### src/rtl/sdram_mport_arb.sv
// -----------------------------------------------------------------------------
// sdram_mport_arb
//
// N-port front end for the single-port SDRAM controller. Port commands are
// arbitrated round-robin into one registered command slot toward the
// controller. Every granted read pushes its port index into an in-order tag
// FIFO. Each controller read response is routed to the port at the FIFO head.
// Responses that arrive with no outstanding read are accepted and discarded,
// and they set the sticky err_orphan flag.
//
// Optional build macro:
//   SDRAM_ARB_PRIO_EN  Port 0 has strict priority and is granted whenever it
//                      is eligible. The rr pointer is not updated on a port 0
//                      grant. Ports 1..N-1 round-robin among themselves.
//                      Without the macro, all ports are in one round-robin.
//
// Ports:
//   clk, rst          clock and synchronous active-high reset
//   p_cmd_*           per-port command channel (valid/ready/write/addr/wdata)
//   p_rsp_*           per-port read response; rdata is shared between ports
//   m_cmd_*           registered command slot toward the controller
//   m_rsp_*           read response channel from the controller
//   tag_level         number of outstanding reads
//   err_orphan        sticky flag: a response arrived with no read outstanding
// -----------------------------------------------------------------------------
module sdram_mport_arb #(
   parameter int NUM_PORTS = 4,
   parameter int ADDR_W    = 24,
   parameter int DATA_W    = 16,
   parameter int TAG_DEPTH = 8,
   localparam int PORT_W   = $clog2(NUM_PORTS)
) (
   input  logic                          clk,
   input  logic                          rst,
   input  logic [NUM_PORTS-1:0]          p_cmd_valid,
   output logic [NUM_PORTS-1:0]          p_cmd_ready,
   input  logic [NUM_PORTS-1:0]          p_cmd_write,
   input  logic [NUM_PORTS*ADDR_W-1:0]   p_cmd_addr,
   input  logic [NUM_PORTS*DATA_W-1:0]   p_cmd_wdata,
   output logic [NUM_PORTS-1:0]          p_rsp_valid,
   input  logic [NUM_PORTS-1:0]          p_rsp_ready,
   output logic [DATA_W-1:0]             p_rsp_rdata,
   output logic                          m_cmd_valid,
   input  logic                          m_cmd_ready,
   output logic                          m_cmd_write,
   output logic [ADDR_W-1:0]             m_cmd_addr,
   output logic [DATA_W-1:0]             m_cmd_wdata,
   input  logic                          m_rsp_valid,
   output logic                          m_rsp_ready,
   input  logic [DATA_W-1:0]             m_rsp_rdata,
   output logic [$clog2(TAG_DEPTH):0]    tag_level,
   output logic                          err_orphan
);

   localparam int TAG_AW = $clog2(TAG_DEPTH);
   localparam int LVL_W  = TAG_AW + 1;

   // Port index (base + k) mod NUM_PORTS. The sum cannot overflow PORT_W+1 bits
   // because base and k are both below NUM_PORTS.
   function automatic logic [PORT_W-1:0] wrap_add(input logic [PORT_W-1:0] base,
                                                  input int k);
      logic [PORT_W:0] sum;
      sum = {1'b0, base} + (PORT_W+1)'(k);
      if (sum >= (PORT_W+1)'(NUM_PORTS)) begin
         sum = sum - (PORT_W+1)'(NUM_PORTS);
      end else begin
         sum = sum;
      end
      return sum[PORT_W-1:0];
   endfunction

   logic [PORT_W-1:0]    tag_mem_r [TAG_DEPTH];
   logic [TAG_AW-1:0]    wr_ptr_r;
   logic [TAG_AW-1:0]    rd_ptr_r;
   logic [LVL_W-1:0]     level_r;
   logic [PORT_W-1:0]    rr_r;
   logic                 m_cmd_valid_r;
   logic                 m_cmd_write_r;
   logic [ADDR_W-1:0]    m_cmd_addr_r;
   logic [DATA_W-1:0]    m_cmd_wdata_r;
   logic                 err_orphan_r;

   logic [PORT_W-1:0]    head_s;
   logic [PORT_W-1:0]    grant_idx_s;
   logic                 grant_valid_s;
   logic [NUM_PORTS-1:0] eligible_s;
   logic                 load_en_s;
   logic                 push_s;
   logic                 pop_s;
   logic                 tag_empty_s;
   logic                 tag_full_s;
   logic                 tag_full_next_s;
   logic                 rr_upd_s;

   assign tag_empty_s     = (level_r == LVL_W'(0));
   assign tag_full_s      = (level_r == LVL_W'(TAG_DEPTH));
   assign head_s          = tag_mem_r[rd_ptr_r];
   assign pop_s           = ~tag_empty_s & m_rsp_valid & m_rsp_ready;
   // A read may take the last free tag if a response frees one on this edge.
   assign tag_full_next_s = tag_full_s & ~pop_s;
   assign eligible_s      = p_cmd_valid & (p_cmd_write | {NUM_PORTS{~tag_full_next_s}});
   assign load_en_s       = ~m_cmd_valid_r | m_cmd_ready;
   assign push_s          = load_en_s & grant_valid_s & ~p_cmd_write[grant_idx_s];

`ifdef SDRAM_ARB_PRIO_EN
   assign rr_upd_s = load_en_s & grant_valid_s & (grant_idx_s != PORT_W'(0));
`else
   assign rr_upd_s = load_en_s & grant_valid_s;
`endif

   // Grant search: the first eligible port at or after the rr pointer.
   always_comb begin
      grant_valid_s = 1'b0;
      grant_idx_s   = PORT_W'(0);
`ifdef SDRAM_ARB_PRIO_EN
      if (eligible_s[0]) begin
         grant_valid_s = 1'b1;
         grant_idx_s   = PORT_W'(0);
      end else begin
         for (int k = 0; k < NUM_PORTS; k++) begin
            if (!grant_valid_s && (wrap_add(rr_r, k) != PORT_W'(0))
                && eligible_s[wrap_add(rr_r, k)]) begin
               grant_valid_s = 1'b1;
               grant_idx_s   = wrap_add(rr_r, k);
            end else begin
               grant_valid_s = grant_valid_s;
            end
         end
      end
`else
      for (int k = 0; k < NUM_PORTS; k++) begin
         if (!grant_valid_s && eligible_s[wrap_add(rr_r, k)]) begin
            grant_valid_s = 1'b1;
            grant_idx_s   = wrap_add(rr_r, k);
         end else begin
            grant_valid_s = grant_valid_s;
         end
      end
`endif
   end

   // One-hot command accept, raised only for the granted port when the slot can load.
   always_comb begin
      p_cmd_ready = '0;
      if (load_en_s && grant_valid_s) begin
         p_cmd_ready[grant_idx_s] = 1'b1;
      end else begin
         p_cmd_ready = '0;
      end
   end

   // Response routing to the port at the tag FIFO head. With no outstanding
   // reads, responses are accepted and discarded.
   always_comb begin
      p_rsp_valid = '0;
      m_rsp_ready = 1'b1;
      if (!tag_empty_s) begin
         p_rsp_valid[head_s] = m_rsp_valid;
         m_rsp_ready         = p_rsp_ready[head_s];
      end else begin
         m_rsp_ready = 1'b1;
      end
   end

   assign p_rsp_rdata = m_rsp_rdata;

   // Command slot register and round-robin pointer.
   always_ff @(posedge clk) begin
      if (rst) begin
         m_cmd_valid_r <= 1'b0;
         m_cmd_write_r <= 1'b0;
         m_cmd_addr_r  <= '0;
         m_cmd_wdata_r <= '0;
         rr_r          <= PORT_W'(0);
      end else begin
         if (load_en_s) begin
            m_cmd_valid_r <= grant_valid_s;
            if (grant_valid_s) begin
               m_cmd_write_r <= p_cmd_write[grant_idx_s];
               m_cmd_addr_r  <= p_cmd_addr[int'(grant_idx_s)*ADDR_W +: ADDR_W];
               m_cmd_wdata_r <= p_cmd_wdata[int'(grant_idx_s)*DATA_W +: DATA_W];
            end
         end
         if (rr_upd_s) begin
            rr_r <= wrap_add(grant_idx_s, 1);
         end
      end
   end

   // Tag storage. Entries need no reset because the pointers define validity.
   always_ff @(posedge clk) begin
      if (push_s) begin
         tag_mem_r[wr_ptr_r] <= grant_idx_s;
      end
   end

   // Tag FIFO pointers, level and the sticky orphan flag.
   always_ff @(posedge clk) begin
      if (rst) begin
         wr_ptr_r     <= '0;
         rd_ptr_r     <= '0;
         level_r      <= '0;
         err_orphan_r <= 1'b0;
      end else begin
         if (push_s) begin
            wr_ptr_r <= wr_ptr_r + TAG_AW'(1);
         end
         if (pop_s) begin
            rd_ptr_r <= rd_ptr_r + TAG_AW'(1);
         end
         case ({push_s, pop_s})
            2'b10:   level_r <= level_r + LVL_W'(1);
            2'b01:   level_r <= level_r - LVL_W'(1);
            default: level_r <= level_r;
         endcase
         if (tag_empty_s && m_rsp_valid) begin
            err_orphan_r <= 1'b1;
         end
      end
   end

   assign m_cmd_valid = m_cmd_valid_r;
   assign m_cmd_write = m_cmd_write_r;
   assign m_cmd_addr  = m_cmd_addr_r;
   assign m_cmd_wdata = m_cmd_wdata_r;
   assign tag_level   = level_r;
   assign err_orphan  = err_orphan_r;

endmodule

### config.mk
export PLATFORM = sky130hd
export DESIGN_NAME = sdram_mport_arb
export DESIGN_NICKNAME = d
export VERILOG_FILES = /design/src/rtl/sdram_mport_arb.sv
export SDC_FILE = /design/constraint.sdc
export NUM_CORES = 1
export LEC_CHECK = 0
export ABC_CLOCK_PERIOD_IN_PS = 8400
export BUFFER_PORTS_ARGS = -buffer_cell sky130_fd_sc_hd__buf_2
export CORE_AREA = 2 2 103 105
export CTS_BUF_LIST = sky130_fd_sc_hd__clkbuf_8
export DETAILED_ROUTE_END_ITERATION = 12
export DIE_AREA = 0 0 105 107
export GPL_TIMING_DRIVEN = 0
export PLACE_DENSITY = 0.87
export SLEW_MARGIN = 20
export SYNTH_ARGS = -nofsm -noshare
export SYNTH_HDL_FRONTEND = slang
export SYNTH_SLANG_ARGS = --single-unit
### constraint.sdc
create_clock -name clk -period 8.4 [get_ports clk]
set_input_delay 0 -clock clk [delete_from_list [all_inputs] [get_ports clk]]
set_output_delay 0 -clock clk [all_outputs]
set_load 0.03 [all_outputs]
# Word level (Yosys, flattened, before mapping)
# Memory sizes are Yosys's and may differ from the RTL's. A register that Yosys moved wholly into a read port is not among the register bits.
# Cells that the tools add are included.
[word_totals]
reg_bits = 55
ramBits = 16
input_bits = 192
output_inout_bits = 72
word_cells = 106
memories = 1
[memory_table]
columns = ["name", "depth", "width", "read_ports", "rd_ports_with_merged_regs", "write_ports", "line", "rtl"]
rows = [
  ["tag_mem_r", 8, 2, 1, 1, 1, "72", "logic [PORT_W-1:0] tag_mem_r [TAG_DEPTH];"],
]
[op_classes]
add_sub_neg = 13
mul = 1
order_cmp = 13
eq_ne = 3
shifts = 2
n_mux = 37
bitwise_logic = 14
n_reduce_logical = 13
[op_table]
columns = ["op", "count"]
rows = [
  ["$shiftx A96 B8 Y24", 1],
  ["$shiftx A64 B7 Y16", 1],
  ["$lt A2 B3 Y1 const B", 6],
  ["$mux W2", 9],
  ["$mux W1", 15],
  ["$bmux W1 S2", 6],
  ["$ge A3 B3 Y1 const B", 4],
  ["$sub A2 B1 Y2 const B", 5],
  ["$and A4 B4 Y4", 2],
  ["$mux W4", 2],
  ["$pmux W4 S2", 1],
  ["$logic_and A1 B1 Y1", 7],
  ["$add A2 B1 Y3 const B", 2],
  ["$add A2 B2 Y3 const B", 2],
  ["$add A3 B1 Y3 const B", 2],
  ["$mux W3", 2],
  ["$and A1 B1 Y1", 5],
  ["$not A1 Y1", 5],
  ["$add A4 B1 Y4 const B", 1],
  ["$demux W1 S2", 2],
  ["$eq A4 B4 Y1 const B", 1],
  ["$ge A2 B1 Y1 const B", 2],
  ["$logic_not A4 Y1", 1],
  ["$mul A2 B2 Y4 const B", 1],
  ["other kinds (9)", 11],
]

# Longest topological paths before layout
# Gate-level depths: netlist of run 1.
[logic_depth]
word_depth = 27
ltp_mapped = 17
depth_no_buf = 15

# Worst setup path before layout of run 1
# OpenSTA, ideal clock, no wires.
[synth_timing]
kind = "register -> register"
startpoint = "reg with a tool-made name"
endpoint = "reg level_r[3], in the netlist tag_level[3]"
setup_time_ns = 0.070
arrival_ns = 4.565
t_required_ns = 8.330
setup_slack_ns = 3.765
stages_incl_launch_ff = 18
path_buffers = 2
synth_period_minus_slack_ns = 4.635
path_cell_list = "dfxtp_1 buf_4 mux2_1 mux4_2 mux4_2 a211oi_1 o22ai_1 a211oi_2 mux2_2 o22a_1 buf_4 ha_1 ha_1 a21o_1 a21oi_1 xnor2_1 or3_1 a21oi_1"
[synth_rtl]
columns = ["item", "line", "rtl"]
rows = [
  ["to (signal assigned)", "212", "2'b10: level_r <= level_r + LVL_W'(1);"],
  ["to (signal assigned)", "213", "2'b01: level_r <= level_r - LVL_W'(1);"],
  ["to (signal assigned)", "214", "default: level_r <= level_r;"],
  ["to (decl)", "75", "logic [LVL_W-1:0] level_r;"],
]

==> run_results.csv, run 1 <==
group,metric,value,unit
timing,fin_crit_sh,0.612,
synthesis,ys_seq_elements,74,
synthesis,synth.area.top_cells,"dfxtp_1 25%, nand2_1 14%, edfxtp_1 10%, nand3_1 9.0%, a41o_1 8.7%",
power,p_leak,3.45,nW
synthesis,synth_edf_count,16,
timing,fin_ws,3.26,ns
grt,grt.met1_usage,0.299,
setup_path,required,8.69,ns
grt,grt_remaining_overflow,0,
synthesis,synth-compound-area-share,0.142,
timing,max_slew_margin,0.621,
synthesis,synthSimpleGateAreaFrac,0.333,
cts,cts.sinks,74,
timing,maxSlewViolCount,0,
die,chipWidth,105,um
setup_path,reg2reg_slack,3.26,ns
timing,fin_tns_setup,0,ns
routing,wirelength,14.8,mm
timing,worst_slew_pin_slew,0.567,ns
die,fp-row-count,37,
cts,clk_path_buf_depth,2,
routing,drtIter0Drc,297,
cts,cts_buffers,9,
grt,antenna_found_initial,1,
setup_path,critPathKind,"reg2reg",
final_layout,drive_above_1_share,0.351,
synthesis,synth_commonest_cells,"173 x nand2_1, 83 x nand3_1, 58 x dfxtp_1, 41 x and3_1, 40 x a41o_1",
grt,grt_pass1_vias,5199,
routing,drt-pass1-iter-count,5,
final_layout,fin_nets,1061,
status,outcome,"completed",
synthesis,yosys.area.top_type_share,0.252,
synthesis,ys_warn_count,0,
die,die_y,107,um
die,initial_core_util,0.456,
routing,wire_per_inst,14.8,um
timing,period_minus_slack,5.14,ns
synthesis,synth_cells,595,
cts,cts-root-buf,"clkbuf_8",
die,fp.dieArea,11200,um^2
hold_path,hp-class,"in2reg",
routing,drc,0,
timing,max_freq,194,MHz
synthesis,synth_top_family_by_area,"simple AND/OR/NAND/NOR gates",
final_layout,fin_util,0.620,
power,irDropWorstVdd,0.000145,V
synthesis,synth_xor_area_frac,0.00952,
placed_design,dp_hpwl,11.5,mm
synthesis,synth_fa_ha_area_frac,0.0288,
setup_path,cp-start-kind,"flop",
timing,final-setup-viol-count,0,
cts,clk_pin_slew,0.09,ns
timing,rsz0062_at_grt,"no",
die,core_area,10100,um^2
cts,clkLatencyLatePin,0.36,ns
setup_path,cp_max_fo,10,
placed_design,dp_slack,3.30,ns
synthesis,synth.area.mux_share,0.0460,
job,drv_cap,0,
synthesis,async_reset_ff_frac,0,
final_layout,areaGrowthSynthToFinish,36.1,%
synthesis,seq_area_frac_synth,0.357,
routing,via_per_inst,5.33,
setup_path,cp-end-kind,"flop",
cts,cts_tree,"done",
synthesis,synthFlopType,"dfxtp_1",
power,total_power,1.37,mW
synthesis,synth_most_common_cell,"nand2_1",
synthesis,netlist_area,4600,um^2
timing,hold_slack,0.00494,ns
grt,grt_busiest_layer,"met2",
power,p_per_area,218,nW/um^2
grt,grt_pass1_wl,23.9,mm
routing,vias,5338,
synthesis,synthDistinctLibCells,47,
routing,ant_nets,0,
grt,grtUsageMet2,0.481,
grt,grt_use_met3,0.0565,
cts,cts_max_level,3,
timing,skew,0.0123,ns
placed_design,place.gp.congestion,0.885,
grt,grtUsageTotal,0.263,
die,ios,264,
synthesis,yosys.area.top_type,"dfxtp_1",
placed_design,io_buffers,246,
synthesis,synth.avg_cell_area,7.73,um^2
setup_path,crit_arrival,5.43,ns
synthesis,synthesis.nets,797,
grt,grt_max_degree,20,
timing,hold_violations,0,
==> cells in the final DEF, fill, tap and decap left out, drive strengths merged, types with 3 or more instances in the layout <==
cell / count
and2: 5
clkbuf: 47
buf: 274
nor3: 4
dlygate4sd3: 7
a211o: 4
xor2: 3
dfxtp: 58
mux2: 9
nor4: 5
a211oi: 3
nor2: 20
a41o: 40
o21ai: 4
mux4: 4
nand2: 173
edfxtp: 16
nand3: 83
inv: 16
and3: 41
a21oi: 8
ha: 9
==> state kept, by name, indices dropped and copies added, names as in the netlist, named ones only <==
name,flops
err_orphan,1
wr_ptr_r,3
rr_r,2
m_cmd_addr,24
m_cmd_valid,1
m_cmd_wdata,16
tag_mem_r,16
m_cmd_write,1
rd_ptr_r,3
tag_level,4
==> timing repair <==
action                                 4_1_cts  5_1_grt
buffers inserted                             0        0
endpoints found under the hold margin        6        0
resized for setup                            0        0
hold buffers                                 7        0
==> worst paths after layout <==
path	cells after the start	start	end
worst min register to register	2	err_orphan	err_orphan
worst min-delay path	4	p_cmd_addr[10]	m_cmd_addr[10]
worst max-delay path	17	flop	tag_level[3]
worst max register to register	17	flop	tag_level[3]
==> stage by stage <==
step / instances / area [um^2]
after floorplan: 595 / 4600
after global placement: 977 / 6000
after detailed placement: 977 / 6000
after CTS: 1000 / 6260
after global routing: 1001 / 6260
final: 1001 / 6260
==> worst max-delay path, cell delays in order (launching register included) <==
cell and delay [ns]:
dfxtp_1 0.32, buf_4 0.15, mux2_1 0.33, mux4_2 0.52
mux4_2 0.54, a211oi_1 0.44, o22ai_1 0.14, a211oi_2 0.36
mux2_2 0.40, o22a_1 0.26, buf_4 0.19, ha_1 0.24
ha_1 0.28, a21o_1 0.18, a21oi_1 0.17, xnor2_1 0.09
or3_1 0.31, a21oi_1 0.14
==> kinds of logic after synthesis <==
family / Yosys count
adders and majority gates: 10
and+or+nand+nor: 339
buffers and inverters: 79
muxes: 15
xor gates and xnor gates: 5
AOI/OAI and AO/OA: 73
DFF: 74
==> area by class of cell <==
cell class / count / area (um^2)
sequential: 74 / 1640
clock buffer: 9 / 124
fill: 960 / 3830
inverter: 13 / 48.8
buffer: 66 / 339
clock inverter: 7 / 61.3
antenna: 1 / 2.50
tap: 136 / 170
timing repair buffer: 253 / 1300
multi-input combinational: 442 / 2570
==> metal layers <==
layer  share of wire  vias up
met5               0        -
met4           0.027        0
met3           0.071       36
met2            0.51      261
met1            0.40     2431
li1                -     2610
==> power breakdown <==
group	leakage (nW)	switching (mW)	internal (mW)
Clock	0.0884	0.150	0.112
Combinational	2.74	0.411	0.235
Sequential	0.626	0.0342	0.425
No activity file was read; power rests on OpenSTA's default activity.
==> inputs of run 2 (changes only) <==
==> config.mk (replaced) <==
export PLATFORM = sky130hd
export DESIGN_NAME = sdram_mport_arb
export DESIGN_NICKNAME = d
export VERILOG_FILES = /design/src/rtl/sdram_mport_arb.sv
export SDC_FILE = /design/constraint.sdc
export NUM_CORES = 1
export LEC_CHECK = 0
export ABC_CLOCK_PERIOD_IN_PS = 4500
export BUFFER_PORTS_ARGS = -buffer_cell sky130_fd_sc_hd__buf_2
export CORE_UTILIZATION = 41
export CTS_BUF_LIST = sky130_fd_sc_hd__clkbuf_8
export DETAILED_ROUTE_END_ITERATION = 12
export GPL_TIMING_DRIVEN = 0
export PLACE_DENSITY = 0.83
export SLEW_MARGIN = 20
export SYNTH_ARGS = -nofsm -noshare
export SYNTH_HDL_FRONTEND = slang
export SYNTH_SLANG_ARGS = --single-unit
==> constraint.sdc (replaced) <==
create_clock -name clk -period 4.5 [get_ports clk]
set_input_delay 0 -clock clk [delete_from_list [all_inputs] [get_ports clk]]
set_output_delay 0 -clock clk [all_outputs]
set_load 0.03 [all_outputs]
==> run 2 against run 1 <==
Against the previous run:
- sequential share of layout area decreased by 0.94 points
- register-to-register slack worse by 3.4 ns
- total power grew 99%
- hold slack gained 0.0042 ns
- cell count increased by 1.1%
- critical path depth unchanged
- critical path type unchanged
- the run now ends with setup timing left
- clock power up 110%
- die area up 3.7%
- count of clock-buffer cells in the layout stayed put
==> run_results.csv, run 2 (synthesized netlist as in run 1, its figures left out) <==
group,metric,value,unit
power,p_leak,3.54,nW
power,sw_frac_of_total,0.426,
setup_path,reg2reg_slack,-0.15,ns
routing,wire_per_inst,15.3,um
die,core_area,10900,um^2
routing,drtIter0Drc,312,
status,violations,"setup timing",
power,sequentialPowerShare,0.318,
timing,max_slew_margin,0.607,
cts,clk_pin_slew,0.09,ns
die,fp.dieArea,11600,um^2
routing,via_per_inst,5.38,
cts,clkLatencyLatePin,0.35,ns
job,drv_cap,0,
grt,grt_remaining_overflow,0,
placed_design,place.gp.congestion,0.956,
grt,grt_pass1_vias,5108,
setup_path,required,4.79,ns
final_layout,layout_commonest_cell,"buf_2",
final_layout,n_fill_cell,1008,
routing,wirelength,15.4,mm
power,combPwrFrac,0.480,
setup_path,crit_arrival,4.95,ns
timing,max_freq,215,MHz
placed_design,place_inst,981,
final_layout,finalNonFillerCells,1012,
cts,cts_max_level,3,
grt,antenna_found_initial,0,
final_layout,drive_above_1_share,0.382,
final_layout,fin_nets,1069,
grt,grt_max_degree,20,
timing,skew,0.0124,ns
setup_path,cp-start-kind,"flop",
final_layout,antenna_cells,0,
die,die_y,108,um
power,p_per_area,418,nW/um^2
die,chipWidth,108,um
timing,period_minus_slack,4.65,ns
power,p_int,1.56,mW
placed_design,dp_hpwl,11.5,mm
placed_design,io_buffers,246,
timing,fin_ws,-0.152,ns
grt,grt_pass1_wl,23.7,mm
timing,worst_slew_pin_slew,0.584,ns
final_layout,mostFrequentLayoutCells,"250 x buf_2, 173 x nand2_1, 83 x nand3_1",
timing,fin_crit_sh,1.03,
timing,final-setup-viol-count,1,
power,irDropWorstVdd,0.000260,V
setup_path,crit_slowest_cell,"mux4_2",
setup_path,cp_max_fo,6,
power,total_power,2.72,mW
setup_path,path_cells,"buf_6 -> mux2_4 -> mux4_2 -> mux4_2 -> a211oi_4 -> o32ai_2 -> a211oi_2 -> buf_4 -> mux2_4 -> o22a_4 -> ha_4 -> ha_4 -> a21o_1 -> a21oi_2 -> xnor2_2 -> or3_4 -> a21oi_2",
status,outcome,"finished with violations",
routing,drc,0,
cts,cts-root-buf,"clkbuf_8",
cts,cts_buffers,9,
die,initial_core_util,0.423,
setup_path,critPathKind,"reg2reg",
cts,cts.sinks,74,
power,p_clk_frac,0.202,
timing,hold_slack,0.00913,ns
die,ios,264,
power,switchingPower,1.16,mW
grt,grtUsageTotal,0.259,
routing,drt-pass1-iter-count,5,
timing,rsz0062_at_grt,"yes",
routing,ant_nets,0,
hold_path,hp-class,"in2reg",
cts,cts_tree,"done",
timing,maxSlewViolCount,0,
timing,hold_violations,0,
final_layout,largest_register_ffs,24,
routing,vias,5445,
cts,clk_path_buf_depth,2,
final_layout,areaGrowthSynthToFinish,41.2,%
setup_path,cp-end-kind,"flop",
die,fp-row-count,38,
setup_path,slowest_delay,0.57,ns
## run 2: cell types whose count changed in the layout (fill, tap and decap cells not counted), sizes merged
cell	change
buf	+8
bufinv	+1
clkinv	-1
diode	-1
## run 2: power by group through the flow
stage | Combinational (mW) | Clock [mW] | Sequential [mW]
finish | 1.30 | 0.549 | 0.863
global route | 1.42 | 0.583 | 0.872
CTS | 1.28 | 0.556 | 0.858
detailed placement | 1.22 | 0 | 0.869
global placement | 1.20 | 0 | 0.869
floorplan | 0.691 | 0 | 1.03
## run 2: worst max-delay path: cells and delay by family, from the launching register on
family          cells  cell delay, ns
mux                 4            1.69
xor+xnor            1            0.10
simple gates        1            0.37
buf+inv             2            0.28
compound gates      7            1.43
flops               1            0.33
fa+ha+maj           2            0.38
## run 2: area by class of cell
cell class / instances / area (um^2) / area share
multi-input cells: 442 / 2710 / 0.417
flip-flops and latches: 74 / 1640 / 0.253
repair buffers: 263 / 1380 / 0.212
plain buffers: 64 / 333 / 0.0512
well taps: 140 / 175 / 0.0270
clock buffers: 9 / 124 / 0.0191
clock inverters: 7 / 85.1 / 0.0131
inverters: 13 / 48.8 / 0.00751
## run 2: metal layers
layer	vias to the layer above	GRT usage	share of wire	routed length, um
met4	0	0.104	0.030	457
met5	-	0	0	0
met3	42	0.0476	0.060	921
met1	2523	0.310	0.41	6260
li1	2631	-	-	-
met2	249	0.457	0.51	7810
## run 2: path summary, 6_finish.rpt
path,start,endpoint,cells after the start
min reg2reg,err_orphan,err_orphan,2
max reg2reg,flop,tag_level[3],17
min,p_cmd_addr[52],m_cmd_addr[4],4
max,flop,tag_level[3],17
## run 2: per-stage QoR
stage / cell area [um^2] / TNS [ns] / util / worst slack [ns]
after floorplan: 4640 / 0 / - / 0.0111
after global placement: 6050 / -0.302 / 0.556 / -0.302
after detailed placement: 6050 / -0.335 / 0.556 / -0.335
after CTS: 6440 / -0.0421 / 0.592 / -0.0421
after global routing: 6500 / -0.295 / 0.597 / -0.290
final: 6500 / -0.152 / 0.597 / -0.152
## run 2: repair_timing
action	4_1_cts	5_1_grt
pin swaps	10	10
resized for setup	9	18
hold buffers	7	0
buffers inserted	9	1
endpoints found under the hold margin	5	0
endpoints found under the setup margin	1	8
